<file path="config.mk">
export PLATFORM = sky130hd
export DESIGN_NAME = flappy_vga_renderer
export DESIGN_NICKNAME = d
export VERILOG_FILES = /design/src/rtl/flappy_vga_pkg.sv /design/src/rtl/flappy_vga_timing.sv /design/src/rtl/flappy_vga_renderer.sv
export SDC_FILE = /design/constraint.sdc
export NUM_CORES = 1
export LEC_CHECK = 0
export ABC_AREA = 1
export CAP_MARGIN = 25
export CORE_MARGIN = 2
export CORE_UTILIZATION = 49
export DETAILED_ROUTE_END_ITERATION = 16
export GPL_ROUTABILITY_DRIVEN = 0
export GPL_TIMING_DRIVEN = 0
export PLACE_DENSITY = 0.83
export RECOVER_POWER = 100
export SYNTH_ARGS = -nofsm -noshare
export SYNTH_HDL_FRONTEND = slang
export SYNTH_HIERARCHICAL = 1
export SYNTH_SLANG_ARGS = --single-unit
</file>
<file path="constraint.sdc">
create_clock -name clk -period 2.45 [get_ports clk]
set_input_delay 0.49 -clock clk [delete_from_list [all_inputs] [get_ports clk]]
set_output_delay 0.49 -clock clk [all_outputs]
set_load 0.1 [all_outputs]
</file>
<file path="src/rtl/flappy_vga_pkg.sv">
// Shared timing constants, colour codes and colour helper for the Flappy VGA renderer.
// Optional ground band is enabled by defining FLAPPY_GROUND_EN (see flappy_vga_renderer).
package flappy_vga_pkg;

    // 640x480 @ 60 Hz raster timing, in pixel ticks and lines
    localparam int H_VIS   = 640;
    localparam int H_FP    = 16;
    localparam int H_SYNC  = 96;
    localparam int H_TOTAL = 800;
    localparam int V_VIS   = 480;
    localparam int V_FP    = 10;
    localparam int V_SYNC  = 2;
    localparam int V_TOTAL = 525;

    // Shadow registers reload at H=0 of the first non-visible line
    localparam int LATCH_LINE = V_VIS;

    typedef enum logic [1:0] {
        SKY    = 2'd0,
        PIPE   = 2'd1,
        BIRD   = 2'd2,
        GROUND = 2'd3
    } colour_t;

    typedef struct packed {
        logic r;
        logic g;
        logic b;
    } rgb_t;

    // Map a colour code to the 1-bit-per-channel pin pattern
    function automatic rgb_t colour_to_rgb(input colour_t colour);
        rgb_t rgb;
        case (colour)
            SKY:     rgb = '{r: 1'b0, g: 1'b0, b: 1'b1};
            PIPE:    rgb = '{r: 1'b0, g: 1'b1, b: 1'b0};
            BIRD:    rgb = '{r: 1'b1, g: 1'b0, b: 1'b0};
            GROUND:  rgb = '{r: 1'b1, g: 1'b1, b: 1'b0};
            default: rgb = '{r: 1'b0, g: 1'b0, b: 1'b0};
        endcase
        return rgb;
    endfunction

endpackage

</file>
<file path="src/rtl/flappy_vga_timing.sv">
// Raster position counters with sync, visible-area and shadow-latch decode.
// Timing defaults come from flappy_vga_pkg; the parameters allow a reduced raster.
module flappy_vga_timing
    import flappy_vga_pkg::*;
#(
    parameter int COORD_W    = 10,
    parameter int H_VIS_PX   = H_VIS,
    parameter int H_FP_PX    = H_FP,
    parameter int H_SYNC_PX  = H_SYNC,
    parameter int H_TOTAL_PX = H_TOTAL,
    parameter int V_VIS_LN   = V_VIS,
    parameter int V_FP_LN    = V_FP,
    parameter int V_SYNC_LN  = V_SYNC,
    parameter int V_TOTAL_LN = V_TOTAL,
    parameter int LATCH_LN   = LATCH_LINE
) (
    input  logic               clk,
    input  logic               reset,
    input  logic               pix_en,
    output logic [COORD_W-1:0] h_pos,
    output logic [COORD_W-1:0] v_pos,
    output logic               h_sync,
    output logic               v_sync,
    output logic               visible,
    output logic               at_latch
);

    localparam logic [COORD_W-1:0] ONE          = COORD_W'(1);
    localparam logic [COORD_W-1:0] ZERO         = COORD_W'(0);
    localparam logic [COORD_W-1:0] H_LAST       = COORD_W'(H_TOTAL_PX - 1);
    localparam logic [COORD_W-1:0] V_LAST       = COORD_W'(V_TOTAL_LN - 1);
    localparam logic [COORD_W-1:0] H_VIS_END    = COORD_W'(H_VIS_PX);
    localparam logic [COORD_W-1:0] V_VIS_END    = COORD_W'(V_VIS_LN);
    localparam logic [COORD_W-1:0] H_SYNC_START = COORD_W'(H_VIS_PX + H_FP_PX);
    localparam logic [COORD_W-1:0] H_SYNC_END   = COORD_W'(H_VIS_PX + H_FP_PX + H_SYNC_PX);
    localparam logic [COORD_W-1:0] V_SYNC_START = COORD_W'(V_VIS_LN + V_FP_LN);
    localparam logic [COORD_W-1:0] V_SYNC_END   = COORD_W'(V_VIS_LN + V_FP_LN + V_SYNC_LN);
    localparam logic [COORD_W-1:0] LATCH_V      = COORD_W'(LATCH_LN);

    logic [COORD_W-1:0] h_cnt_r;
    logic [COORD_W-1:0] v_cnt_r;
    logic               h_sync_s;
    logic               v_sync_s;
    logic               visible_s;
    logic               at_latch_s;

    // Advance the raster position once per pixel strobe; V steps when H wraps
    always_ff @(posedge clk or negedge reset) begin
        if (!reset) begin
            h_cnt_r <= ZERO;
            v_cnt_r <= ZERO;
        end else if (pix_en) begin
            if (h_cnt_r == H_LAST) begin
                h_cnt_r <= ZERO;
                if (v_cnt_r == V_LAST) begin
                    v_cnt_r <= ZERO;
                end else begin
                    v_cnt_r <= v_cnt_r + ONE;
                end
            end else begin
                h_cnt_r <= h_cnt_r + ONE;
            end
        end
    end

    // Decode active-low syncs, the visible window and the shadow-latch point
    always_comb begin
        h_sync_s   = !((h_cnt_r >= H_SYNC_START) && (h_cnt_r < H_SYNC_END));
        v_sync_s   = !((v_cnt_r >= V_SYNC_START) && (v_cnt_r < V_SYNC_END));
        visible_s  = (h_cnt_r < H_VIS_END) && (v_cnt_r < V_VIS_END);
        at_latch_s = (h_cnt_r == ZERO) && (v_cnt_r == LATCH_V);
    end

    assign h_pos    = h_cnt_r;
    assign v_pos    = v_cnt_r;
    assign h_sync   = h_sync_s;
    assign v_sync   = v_sync_s;
    assign visible  = visible_s;
    assign at_latch = at_latch_s;

endmodule

</file>
<file path="src/rtl/flappy_vga_renderer.sv">
// Flappy VGA renderer: per-frame shadow latch of bird/pipe coordinates, a two-stage
// colour pipeline (hit flags, then priority colour select) and delay-matched syncs.
// Optional feature: define FLAPPY_GROUND_EN to draw a ground band of GROUND_H rows.
module flappy_vga_renderer
    import flappy_vga_pkg::*;
#(
    parameter int NUM_PIPES  = 4,
    parameter int COORD_W    = 10,
    parameter int PIPE_W     = 80,
    parameter int GAP_H      = 100,
    parameter int BIRD_HALF  = 10,
    parameter int GROUND_H   = 40,
    parameter int H_VIS_PX   = H_VIS,
    parameter int H_FP_PX    = H_FP,
    parameter int H_SYNC_PX  = H_SYNC,
    parameter int H_TOTAL_PX = H_TOTAL,
    parameter int V_VIS_LN   = V_VIS,
    parameter int V_FP_LN    = V_FP,
    parameter int V_SYNC_LN  = V_SYNC,
    parameter int V_TOTAL_LN = V_TOTAL
) (
    input  logic                           clk,
    input  logic                           reset,
    input  logic                           pix_en,
    input  logic signed [COORD_W-1:0]      bird_x,
    input  logic signed [COORD_W-1:0]      bird_y,
    input  logic [NUM_PIPES*COORD_W-1:0]   pipe_x,
    input  logic [NUM_PIPES*COORD_W-1:0]   pipe_gap_y,
    input  logic [NUM_PIPES-1:0]           pipe_valid,
    output logic                           frame_start,
    output logic                           vga_h_sync,
    output logic                           vga_v_sync,
    output logic                           vga_r,
    output logic                           vga_g,
    output logic                           vga_b
);

`ifdef FLAPPY_GROUND_EN
    localparam logic GROUND_EN = 1'b1;
`else
    localparam logic GROUND_EN = 1'b0;
`endif

    // Bird distances are signed with two guard bits so off-screen centres never wrap
    localparam int                 SW         = COORD_W + 2;
    localparam logic [SW-1:0]      HALF       = SW'(BIRD_HALF);
    localparam logic [COORD_W-1:0] GROUND_ROW = COORD_W'(V_VIS_LN - GROUND_H);

    logic [COORD_W-1:0] h_pos_s;
    logic [COORD_W-1:0] v_pos_s;
    logic               h_sync_s;
    logic               v_sync_s;
    logic               visible_s;
    logic               at_latch_s;
    logic               latch_s;

    flappy_vga_timing #(
        .COORD_W    (COORD_W),
        .H_VIS_PX   (H_VIS_PX),
        .H_FP_PX    (H_FP_PX),
        .H_SYNC_PX  (H_SYNC_PX),
        .H_TOTAL_PX (H_TOTAL_PX),
        .V_VIS_LN   (V_VIS_LN),
        .V_FP_LN    (V_FP_LN),
        .V_SYNC_LN  (V_SYNC_LN),
        .V_TOTAL_LN (V_TOTAL_LN),
        .LATCH_LN   (V_VIS_LN)
    ) u_timing (
        .clk      (clk),
        .reset    (reset),
        .pix_en   (pix_en),
        .h_pos    (h_pos_s),
        .v_pos    (v_pos_s),
        .h_sync   (h_sync_s),
        .v_sync   (v_sync_s),
        .visible  (visible_s),
        .at_latch (at_latch_s)
    );

    assign latch_s = pix_en & at_latch_s;

    // ------------------------------------------------------------------
    // Shadow registers
    // ------------------------------------------------------------------
    logic signed [COORD_W-1:0]    bird_x_r;
    logic signed [COORD_W-1:0]    bird_y_r;
    logic [NUM_PIPES*COORD_W-1:0] pipe_x_r;
    logic [NUM_PIPES*COORD_W-1:0] pipe_gap_y_r;
    logic [NUM_PIPES-1:0]         pipe_valid_r;
    logic                         frame_start_r;

    // Copy live coordinates once per frame so a frame never mixes two game states
    always_ff @(posedge clk or negedge reset) begin
        if (!reset) begin
            bird_x_r      <= '0;
            bird_y_r      <= '0;
            pipe_x_r      <= '0;
            pipe_gap_y_r  <= '0;
            pipe_valid_r  <= '0;
            frame_start_r <= 1'b0;
        end else begin
            frame_start_r <= latch_s;
            if (latch_s) begin
                bird_x_r     <= bird_x;
                bird_y_r     <= bird_y;
                pipe_x_r     <= pipe_x;
                pipe_gap_y_r <= pipe_gap_y;
                pipe_valid_r <= pipe_valid;
            end
        end
    end

    // ------------------------------------------------------------------
    // Hit detection for the current raster position
    // ------------------------------------------------------------------
    logic signed [SW-1:0] dx_s;
    logic signed [SW-1:0] dy_s;
    logic [SW-1:0]        adx_s;
    logic [SW-1:0]        ady_s;
    logic                 bird_hit_s;
    logic [NUM_PIPES-1:0] pipe_hit_s;
    logic                 ground_hit_s;

    // Bird box test: |H-bx| and |V-by| both within the half-size
    always_comb begin
        dx_s = $signed({2'b00, h_pos_s}) - $signed({{2{bird_x_r[COORD_W-1]}}, bird_x_r});
        dy_s = $signed({2'b00, v_pos_s}) - $signed({{2{bird_y_r[COORD_W-1]}}, bird_y_r});
        if (dx_s[SW-1]) begin
            adx_s = $unsigned(-dx_s);
        end else begin
            adx_s = $unsigned(dx_s);
        end
        if (dy_s[SW-1]) begin
            ady_s = $unsigned(-dy_s);
        end else begin
            ady_s = $unsigned(dy_s);
        end
        bird_hit_s = (adx_s <= HALF) && (ady_s <= HALF);
    end

    // One comparator per pipe pair; one extra bit keeps edge sums from wrapping
    for (genvar i = 0; i < NUM_PIPES; i++) begin : g_pipe
        logic [COORD_W:0] h_s;
        logic [COORD_W:0] v_s;
        logic [COORD_W:0] px_s;
        logic [COORD_W:0] px_end_s;
        logic [COORD_W:0] gy_s;
        logic [COORD_W:0] gy_end_s;

        assign h_s      = {1'b0, h_pos_s};
        assign v_s      = {1'b0, v_pos_s};
        assign px_s     = {1'b0, pipe_x_r[i*COORD_W +: COORD_W]};
        assign gy_s     = {1'b0, pipe_gap_y_r[i*COORD_W +: COORD_W]};
        assign px_end_s = px_s + (COORD_W+1)'(PIPE_W);
        assign gy_end_s = gy_s + (COORD_W+1)'(GAP_H);

        assign pipe_hit_s[i] = pipe_valid_r[i]
                             && (h_s >= px_s) && (h_s < px_end_s)
                             && ((v_s < gy_s) || (v_s >= gy_end_s));
    end

    assign ground_hit_s = GROUND_EN & (v_pos_s >= GROUND_ROW);

    // ------------------------------------------------------------------
    // Stage 1: registered hit flags with syncs and visible flag alongside
    // ------------------------------------------------------------------
    logic bird_hit_r;
    logic pipe_hit_r;
    logic ground_hit_r;
    logic visible_r;
    logic h_sync_d1_r;
    logic v_sync_d1_r;

    // Capture hit flags for this pixel and delay syncs by one tick
    always_ff @(posedge clk or negedge reset) begin
        if (!reset) begin
            bird_hit_r   <= 1'b0;
            pipe_hit_r   <= 1'b0;
            ground_hit_r <= 1'b0;
            visible_r    <= 1'b0;
            h_sync_d1_r  <= 1'b1;
            v_sync_d1_r  <= 1'b1;
        end else if (pix_en) begin
            bird_hit_r   <= bird_hit_s;
            pipe_hit_r   <= |pipe_hit_s;
            ground_hit_r <= ground_hit_s;
            visible_r    <= visible_s;
            h_sync_d1_r  <= h_sync_s;
            v_sync_d1_r  <= v_sync_s;
        end
    end

    // ------------------------------------------------------------------
    // Stage 2: priority colour select and output registers
    // ------------------------------------------------------------------
    colour_t colour_s;
    rgb_t    rgb_s;
    rgb_t    rgb_r;
    logic    h_sync_d2_r;
    logic    v_sync_d2_r;

    // Bird beats ground, ground beats pipes, sky fills the rest
    always_comb begin
        colour_s = SKY;
        if (bird_hit_r) begin
            colour_s = BIRD;
        end else if (ground_hit_r) begin
            colour_s = GROUND;
        end else if (pipe_hit_r) begin
            colour_s = PIPE;
        end else begin
            colour_s = SKY;
        end
    end

    // Blank all colour channels outside the visible window
    always_comb begin
        rgb_s = '0;
        if (visible_r) begin
            rgb_s = colour_to_rgb(colour_s);
        end else begin
            rgb_s = '0;
        end
    end

    // Register the pin values; syncs get their second delay tick here
    always_ff @(posedge clk or negedge reset) begin
        if (!reset) begin
            rgb_r       <= '0;
            h_sync_d2_r <= 1'b1;
            v_sync_d2_r <= 1'b1;
        end else if (pix_en) begin
            rgb_r       <= rgb_s;
            h_sync_d2_r <= h_sync_d1_r;
            v_sync_d2_r <= v_sync_d1_r;
        end
    end

    assign frame_start = frame_start_r;
    assign vga_h_sync  = h_sync_d2_r;
    assign vga_v_sync  = v_sync_d2_r;
    assign vga_r       = rgb_r.r;
    assign vga_g       = rgb_r.g;
    assign vga_b       = rgb_r.b;

endmodule

</file>
==> results.txt, run 1 <==
The run finished, with violations left. The checks that failed: capacitance limit, slew limit, setup timing. The worst setup skew after layout is between 0.008 and 0.009 ns. Counting the fill cells in the layout gives about 1,900. The sum of overflow across all layers after global routing came out at 0. Summed over its instances, the top area cell type makes up 28.3% of the synthesized netlist area. The deepest level of the CTS H-tree came out at 4. Leaving out fill and tap cells, the most frequent cell in the layout is sky130_fd_sc_hd__nand2_1. The setup slack at placement is -1.21 ns. The worst setup path is captured at a register.

By startpoint and endpoint, the worst setup path is classified as register to register. The net switching power figure came out at 3110 uW. The arrival time at the worst endpoint came out at between 2 and 3 ns. The hold-fix buffer count after cts came out at 0. The total area of multi-input combinational cells is between 7000 and 8000 sq um. The width of the die is 158 um. The top cell types in the final layout, fill and taps aside, are sky130_fd_sc_hd__nand2_1 (408), sky130_fd_sc_hd__inv_1 (229), sky130_fd_sc_hd__ha_1 (157). The overall die area came out at 24,900 sq um. The initial core utilization is 49.6%. Summed over all failing endpoints, the final setup total negative slack is -4.18 ns. For this run, the leading register cell type out of synthesis is sky130_fd_sc_hd__dfrtp_1. The post-synthesis instance area came out at 11,600 sq um.

The final critical-path required period is approximately 2.6 ns. The remaining number of nets flagged by the antenna check after routing is 0. The detailed-route DRC error count came out at 0.

The number of global-route vias before repair is 11,100. In this run, the number of DRC markers left after iteration 0 of detailed routing was 940. 0 antenna diodes ended up in the layout. The highest attainable clock frequency came out at 389 MHz. The final number of hold-violating endpoints is 0.

The count of vias placed by the detailed router came out at between 10,000 and 15,000. The global-route wire length before repair came out at between 50,000 and 60,000 um. At the worst endpoint, the required time is between 2 and 3 ns. Across the run, the number of max-cap violations was 1. The number of warnings printed during yosys synthesis came out at 6.

The number of buffers between clock root and the deepest sink is 2. The pin count of the biggest net entering global routing came out at 70. The number of endpoints failing setup at the final stage is 99. By area the synthesized netlist is led by sky130_fd_sc_hd__dfrtp_1 (28%), sky130_fd_sc_hd__ha_1 (18%), sky130_fd_sc_hd__nand2_1 (13%). The worst setup path is launched from a register. The pin slew with the least headroom to its limit came out at ~1.7 ns. The initialized floorplan defines 56 standard-cell rows.

The number of ports placed on the die boundary came out at between 100 and 150. The part of the power in combinational logic came out at between 30% and 40%. The total wire length came out at approximately 32,000 um.

The share of the clock period used by the worst path came out at 105%. The number of sinks driven by the clock tree came out at between 100 and 150. The total leakage power came out at about 0.0073 uW. The final core utilization is 61.2%.

After technology mapping, the gate count stands at between 1,500 and 2,000. The average wire length per cell after detail routing is between 15 and 20 um. For this run, asynchronously set or reset flops after synthesis account for 100%. The average instance in the mapped netlist occupies approximately 7.3 sq um. The number of antenna violations at the first check in global routing came out at 0.

Across all setup checks in the final design, the least slack found is -0.120 ns. The clock transition at the registers of the reported paths came out at approximately 0.050 ns. The proportion of power drawn by flip-flops and latches came out at approximately a third. The total power divided by cell area is around 570 nW/um^2.

The clock network fraction of total power came out at around 30%. The area used by sequential logic in the layout came out at roughly 3400 sq um. The number of flops mapped to enable cells by yosys came out at 0.

After the last flow step, the layout net total stands at approximately 2,000. The sum of internal, switching and leakage power is 8140 uW. Setup repair after global routing could not meet its margin everywhere. The detailed-router iteration count before antenna repair is 8. The count of buffers inserted at the top-level ports came out at ~110. sky130_fd_sc_hd__dfrtp_1 takes more of the synthesized area than any other cell. The total placed instance area came out at approximately 13,000 sq um.

The vias per cell is roughly 5.4. The path class of the tightest hold or removal check is primary input to register. Clock tree synthesis selected as its root buffer the cell sky130_fd_sc_hd__clkbuf_16.

The internal power of the cells totals 5030 uW. The number of pins exceeding their max-slew limit in the final report is around 70. The fraction of final layout cells with drive strength greater than 1 is 12.4%. The maximum net fanout on the critical path is 13. The max-slew headroom at the worst pin is -16.0%. In this run, CTS created clock tree buffers numbering 17.

The switching portion of total power came out at a little under two fifths. The die is between 150 and 200 um tall. The clock latency on the worst-skew pair came out at between 0.4 and 0.5 ns. When the netlist entered floorplanning its net count stood at 1,867. The detailed placement HPWL is between 20,000 and 25,000 um. In this run, distinct cell masters in the synthesized netlist total between 40 and 50.

The global routing usage summed across all routing layers is 26.2%. VDD sags by at most around 0.47 mV. The relative area change from synthesis to final layout came out at 23.3%. The final design instance area without fill came out at approximately 14,000 sq um. The number of register bits inferred by synthesis is 135. The sequential cell area fraction in the yosys report is between 20% and 30%.

The total area inside the core boundary comes to ~23,000 sq um. The clock tree from TritonCTS is yes.
through the flow:
stage / std cells / hold slack (ns)
final: 2090 / 0.327
after CTS: 2060 / 0.0785
after global placement: 2017 / 0.453
after detailed placement: 2018 / 0.469
after floorplan: 1587 / 0.194
after global routing: 2090 / 0.338
cells in the mapped netlist, types with 4 or more instances:
library cell                count
sky130_fd_sc_hd__nand4_1       35
sky130_fd_sc_hd__clkbuf_1      19
sky130_fd_sc_hd__xor2_1        46
sky130_fd_sc_hd__inv_1        234
sky130_fd_sc_hd__o21ai_0      129
sky130_fd_sc_hd__nand3b_1      11
sky130_fd_sc_hd__o2111ai_1      9
sky130_fd_sc_hd__o21bai_1       6
sky130_fd_sc_hd__a21oi_1       72
sky130_fd_sc_hd__nand3_1       79
sky130_fd_sc_hd__ha_1         171
sky130_fd_sc_hd__nor2_2        15
sky130_fd_sc_hd__buf_1          4
sky130_fd_sc_hd__a211oi_1       8
sky130_fd_sc_hd__dfrtp_1      131
sky130_fd_sc_hd__nand2_2        9
sky130_fd_sc_hd__dfstp_2        4
sky130_fd_sc_hd__o211ai_1       4
sky130_fd_sc_hd__nor3_1        14
sky130_fd_sc_hd__xnor2_1        7
sky130_fd_sc_hd__nor4_1         5
sky130_fd_sc_hd__nor2_1       107
sky130_fd_sc_hd__nand2_1      416
sky130_fd_sc_hd__nand3_2        7
sky130_fd_sc_hd__inv_2          6
sky130_fd_sc_hd__or2_2          4
path summary, 6_finish.rpt:
kind / start / endpoint / slack, ns / cells after the start
max reg2reg: u_timing/v_pos[7] / bird_y_r[9] / -0.12 / 10
min reg2reg: bird_hit_r / vga_b / 0.48 / 1
max in group asynchronous: reset / u_timing/v_pos[5] / 0.49 / 2
min: pix_en / u_timing/h_pos[1] / 0.33 / 2
min in group asynchronous: reset / pipe_x_r[16] / 0.48 / 1
max: u_timing/v_pos[7] / bird_y_r[9] / -0.12 / 10
critical path, cell delays in order, from the launching register on:
cell and delay [ns]:
sky130_fd_sc_hd__dfrtp_2 0.62, sky130_fd_sc_hd__nand2_1 0.12, sky130_fd_sc_hd__nor3_1 0.32, sky130_fd_sc_hd__nand2_1 0.10
sky130_fd_sc_hd__nor3_1 0.27, sky130_fd_sc_hd__nand2_2 0.15, sky130_fd_sc_hd__inv_2 0.17, sky130_fd_sc_hd__buf_4 0.27
sky130_fd_sc_hd__clkbuf_8 0.24, sky130_fd_sc_hd__nand2_1 0.09, sky130_fd_sc_hd__o21ai_0 0.11
state kept, by name, indices dropped and copies added, names as in the netlist, 4 cells and up:
| signal | count |
|---|---|
| bird_y_r | 10 |
| pipe_gap_y_r | 40 |
| u_timing/h_pos | 10 |
| pipe_valid_r | 4 |
| bird_x_r | 10 |
| pipe_x_r | 40 |
| u_timing/v_pos | 10 |
routing by layer:
layer | up-vias | share of wire [%] | GRT usage [%]
li1 | 5527 | - | -
met1 | 5276 | 41 | 32.7
met2 | 434 | 46 | 44.0
met3 | 128 | 7.2 | 3.67
met4 | 0 | 5.2 | 13.6
met5 | - | 0 | 0
power groups by stage:
stage	clock, uW	combinational, uW	sequential (uW)
5_1_grt	2590	3380	2650
2_1_floorplan	0	1760	2680
6_report	2470	3020	2640
3_5_place_dp	0	2470	2800
4_1_cts	2480	2560	2740
3_3_place_gp	0	2370	2790
area by class of cell:
class	count	share of cell area (%)
repair buffers	152	9.87
flip-flops and latches	135	24.0
plain buffers	29	1.36
inverters	240	6.33
clock inverters	8	0.508
well taps	319	2.80
clock buffers	24	3.37
multi-input cells	1183	51.8
logic make-up after synthesis:
group,Yosys count,synth area share [%]
XOR/XNOR,56,4.53
multiplexers,1,0.0972
AO/OA/AOI/OAI,243,11.6
flip-flops,135,29.2
AND/OR/NAND/NOR,709,26.7
adder cells (fa/ha/maj),173,18.8
buffers and inverters,270,9.05
timing repair:
| action | in CTS | in global routing |
|---|---|---|
| pin swaps | 12 | 28 |
| setup buffers | 9 | 31 |
| resized for setup | 71 | 66 |
| endpoints found under the setup margin | 109 | 104 |
| gates cloned | 1 | 0 |
No activity file was read; power rests on OpenSTA's default activity.
==> run 2: changes to the inputs <==
--- a/config.mk
+++ b/config.mk
@@ -12,6 +12,7 @@
 export DETAILED_ROUTE_END_ITERATION = 16
 export GPL_ROUTABILITY_DRIVEN = 0
 export GPL_TIMING_DRIVEN = 0
+export HOLD_SLACK_MARGIN = 0.06
 export PLACE_DENSITY = 0.83
 export RECOVER_POWER = 100
 export SYNTH_ARGS = -nofsm -noshare
==> results of run 2 <==
No change in the layout: final DEF, timing and power equal those of run 1.
==> run 3: changes to the inputs <==
--- a/config.mk
+++ b/config.mk
@@ -7,13 +7,13 @@
 export LEC_CHECK = 0
 export ABC_AREA = 1
 export CAP_MARGIN = 25
-export CORE_MARGIN = 2
+export CORE_MARGIN = 3
 export CORE_UTILIZATION = 49
 export DETAILED_ROUTE_END_ITERATION = 16
 export GPL_ROUTABILITY_DRIVEN = 0
 export GPL_TIMING_DRIVEN = 0
 export HOLD_SLACK_MARGIN = 0.06
-export PLACE_DENSITY = 0.83
+export PLACE_DENSITY = 0.8
 export RECOVER_POWER = 100
 export SYNTH_ARGS = -nofsm -noshare
 export SYNTH_HDL_FRONTEND = slang
==> constraint.sdc (replaced) <==
create_clock -name clk -period 2.9 [get_ports clk]
set_input_delay 0.29 -clock clk [delete_from_list [all_inputs] [get_ports clk]]
set_output_delay 0.29 -clock clk [all_outputs]
set_load 0.1 [all_outputs]
==> run 3 against run 2 <==
- the flow finishes with violations (capacitance limit, slew limit)
- critical path depth grew 4
- power shrank 20%
- via count shrank 3.8%
- clock skew grew 0.0025 ns
- cell count shrank 2.2%
- register-to-register slack gained 0.24 ns
- count of clock-buffer cells in the layout shrank 2
- first-iteration DRC count shrank 32%
- routed wire length shrank 8.0%
- worst hold slack lost 0.21 ns
- non-clock buffer count shrank 38
- clock power shrank 17%
- largest power group is now sequential cells
- highest routed layer unchanged
==> results.txt, run 3 (synthesis results as in run 1) <==
The clock latency on the worst-skew pair came out at between 0.4 and 0.5 ns. The cell repeated most along the worst path is sky130_fd_sc_hd__nand2_1. The remaining number of nets flagged by the antenna check after routing came out at 0. Once layout is done, the placed cells without fillers occupy between 10,000 and 15,000 sq um.

The worst setup skew after layout is around 0.011 ns. The detailed placement HPWL is ~22,000 um. Of all nets on the critical path, the largest fanout is 16. For this design the ratio of total power to cell area is 476 nW/um^2. The peak supply drop is 0.377 mV. The largest stage delay on the critical path is between 0.8 and 0.9 ns. On the critical path the largest part of the delay comes from simple AND/OR/NAND/NOR gates. The number of sinks driven by the clock tree came out at 135. The detailed-router iteration count before antenna repair is 9. Pin placement for this block handled 113 I/O pins.

After global routing the overflow that remains totals 0. The deepest level of the CTS H-tree is 4. The global-route wire length before repair came out at approximately 49,000 um. The number of antenna cells inserted came out at 0. Cells fill about three fifths of the core in the end. Overall power consumption after layout is estimated at between 6000 and 7000 uW. The number of endpoints failing setup at the final stage came out at 0. The path category of the worst min-delay check is primary input to register. Counting both buffers and inverters, the worst setup path holds a total of 0. The clock transition at the registers of the reported paths came out at 0.06 ns.

The total area inside the core boundary comes to 22,900 sq um. Setup repair after global routing left no endpoint under its margin. The number of global-route vias before repair came out at between 10,000 and 15,000. The final critical-path required period is 2.78 ns.

The fraction of final layout cells with drive strength greater than 1 is under 10%. The detailed-route DRC error count is 0. Headroom to the max-slew limit came out at -36.6%.

STA classifies the critical path endpoint as a register. TritonCTS created 17 clock buffers. The initial core utilization came out at 50.5%. The flow ran to the end, but the final reports show violations. After detailed routing, the number of vias per cell comes to 5.35. Summing all placed instances gives a cell area of approximately 13,000 sq um. The relative area change from synthesis to final layout came out at 18.2%. The worst hold slack came out at between 0.1 and 0.15 ns. For the pin with the worst max-slew slack, the measured transition is roughly 2.0 ns.

Walking the worst path, the cells encountered are ha_1 > nand2_1 > nand2_1 > nand2_1 > nand2_1 > nand2_1 > nand3_4 > xor2_2 > nand2_1 > nand2_1 > nand3_1 > nand2_1 > nand3_1 > o21bai_2. The vertical die dimension came out at about 160 um. The clock tree from TritonCTS is yes. The checks that failed: capacitance limit, slew limit.

The final net count is between 1,500 and 2,000. The average wire length per cell after detail routing is roughly 15 um. The number of cells in the design after placement came out at 2,012.

STA classifies the critical path startpoint as a register. The largest registers in the layout are pipe_gap_y_r x40, pipe_x_r x40. The max-capacitance violation count is 1. The count of vias placed by the detailed router came out at between 10,000 and 15,000. The DRC marker count from the first detailed-route iteration is 638.

The area used by sequential logic in the layout came out at between 3000 and 4000 sq um. The global routing usage summed across all routing layers is about a quarter. Counting the fill cells in the layout gives about 2,000. The total wire length came out at about 30,000 um. The tree is rooted in a sky130_fd_sc_hd__clkbuf_16. In the final layout, the multi-input gates occupy between 7000 and 8000 sq um. The width of the die is around 160 um. The arrival time at the worst endpoint is between 3 and 4 ns. The count of placed standard cells in the final layout, fillers left out is 2,044.

For this design, the slowest cell found on the critical path is sky130_fd_sc_hd__dfrtp_1. In the layout the commonest cells are sky130_fd_sc_hd__nand2_1 (416), sky130_fd_sc_hd__inv_1 (231), sky130_fd_sc_hd__ha_1 (171). The critical path is of the register to register type. The number of antenna violations at the first check in global routing is 0. The pin count of the biggest net entering global routing is 93. The number of pins exceeding their max-slew limit in the final report is 44. Buffers placed on the I/O ports in this run total approximately 110. The overall die area is around 26,000 sq um.

The number of buffers between clock root and the deepest sink came out at 2. The worst endpoint required time came out at approximately 3.3 ns. The most common cell after layout, fill and taps aside is sky130_fd_sc_hd__nand2_1. Static timing analysis puts the maximum clock frequency at around 360 MHz. The row count came out at 55. The share of the clock period used by the worst path came out at between 90% and 100%.

The final number of hold-violating endpoints came out at 0. In this run the static leakage power is 0.00712 uW.
-- run 3: metal layers --
layer / track usage, % / up-vias / part of all wire, %
met1: 30.8 / 5069 / 44
met4: 11.3 / 0 / 3.9
met5: 0 / - / 0
met2: 37.6 / 338 / 46
li1: - / 5455 / -
met3: 3.63 / 73 / 5.9
-- run 3: where the power goes --
group / total, uW / internal [uW] / switching, uW / leakage (uW)
Sequential: 2340 / 1970 / 373 / 0.00133
Combinational: 2120 / 835 / 1290 / 0.00553
Clock: 2040 / 1210 / 835 / 0.000262
-- run 3: layout make-up --
cell class / instances / share of cell area (%)
Clock buffer: 22 / 3.39
Sequential cell: 135 / 24.8
Inverter: 240 / 6.58
Multi-Input combinational cell: 1182 / 52.2
Timing Repair Buffer: 113 / 8.39
Buffer: 30 / 1.15
Clock inverter: 9 / 0.567
Tap cell: 313 / 2.86
-- run 3: path summary, 6_finish.rpt --
path                                    from                 to  slack (ns)  depth (start not counted)
hold / removal                        pix_en  u_timing/h_pos[0]        0.11                          2
max in group asynchronous              reset  u_timing/v_pos[1]        0.42                          3
setup / recovery           u_timing/v_pos[4]         bird_hit_r        0.12                         14
min in group asynchronous              reset    pipe_gap_y_r[3]        1.12                          2
setup reg to reg           u_timing/v_pos[4]         bird_hit_r        0.12                         14
hold reg to reg                  h_sync_d1_r         vga_h_sync        0.48                          2
-- run 3: what timing repair did --
item | 4_1_cts | 5_1_grt
endpoints found under the setup margin | 105 | 100
hold buffers | 1 | 0
buffers inserted | 0 | 0
gates resized for setup | 18 | 16
hold endpoints to repair | 39 | 0
-- run 3: stage by stage --
| stage | worst slack, ns | TNS, ns |
|---|---|---|
| 2_1_floorplan | 0.559 | 0 |
| 6_report | 0.124 | 0 |
| 5_1_grt | 0.0101 | 0 |
| 3_5_place_dp | -0.759 | -53.76 |
| 3_3_place_gp | -3.90 | -564.40 |
| 4_1_cts | 0.0230 | 0 |
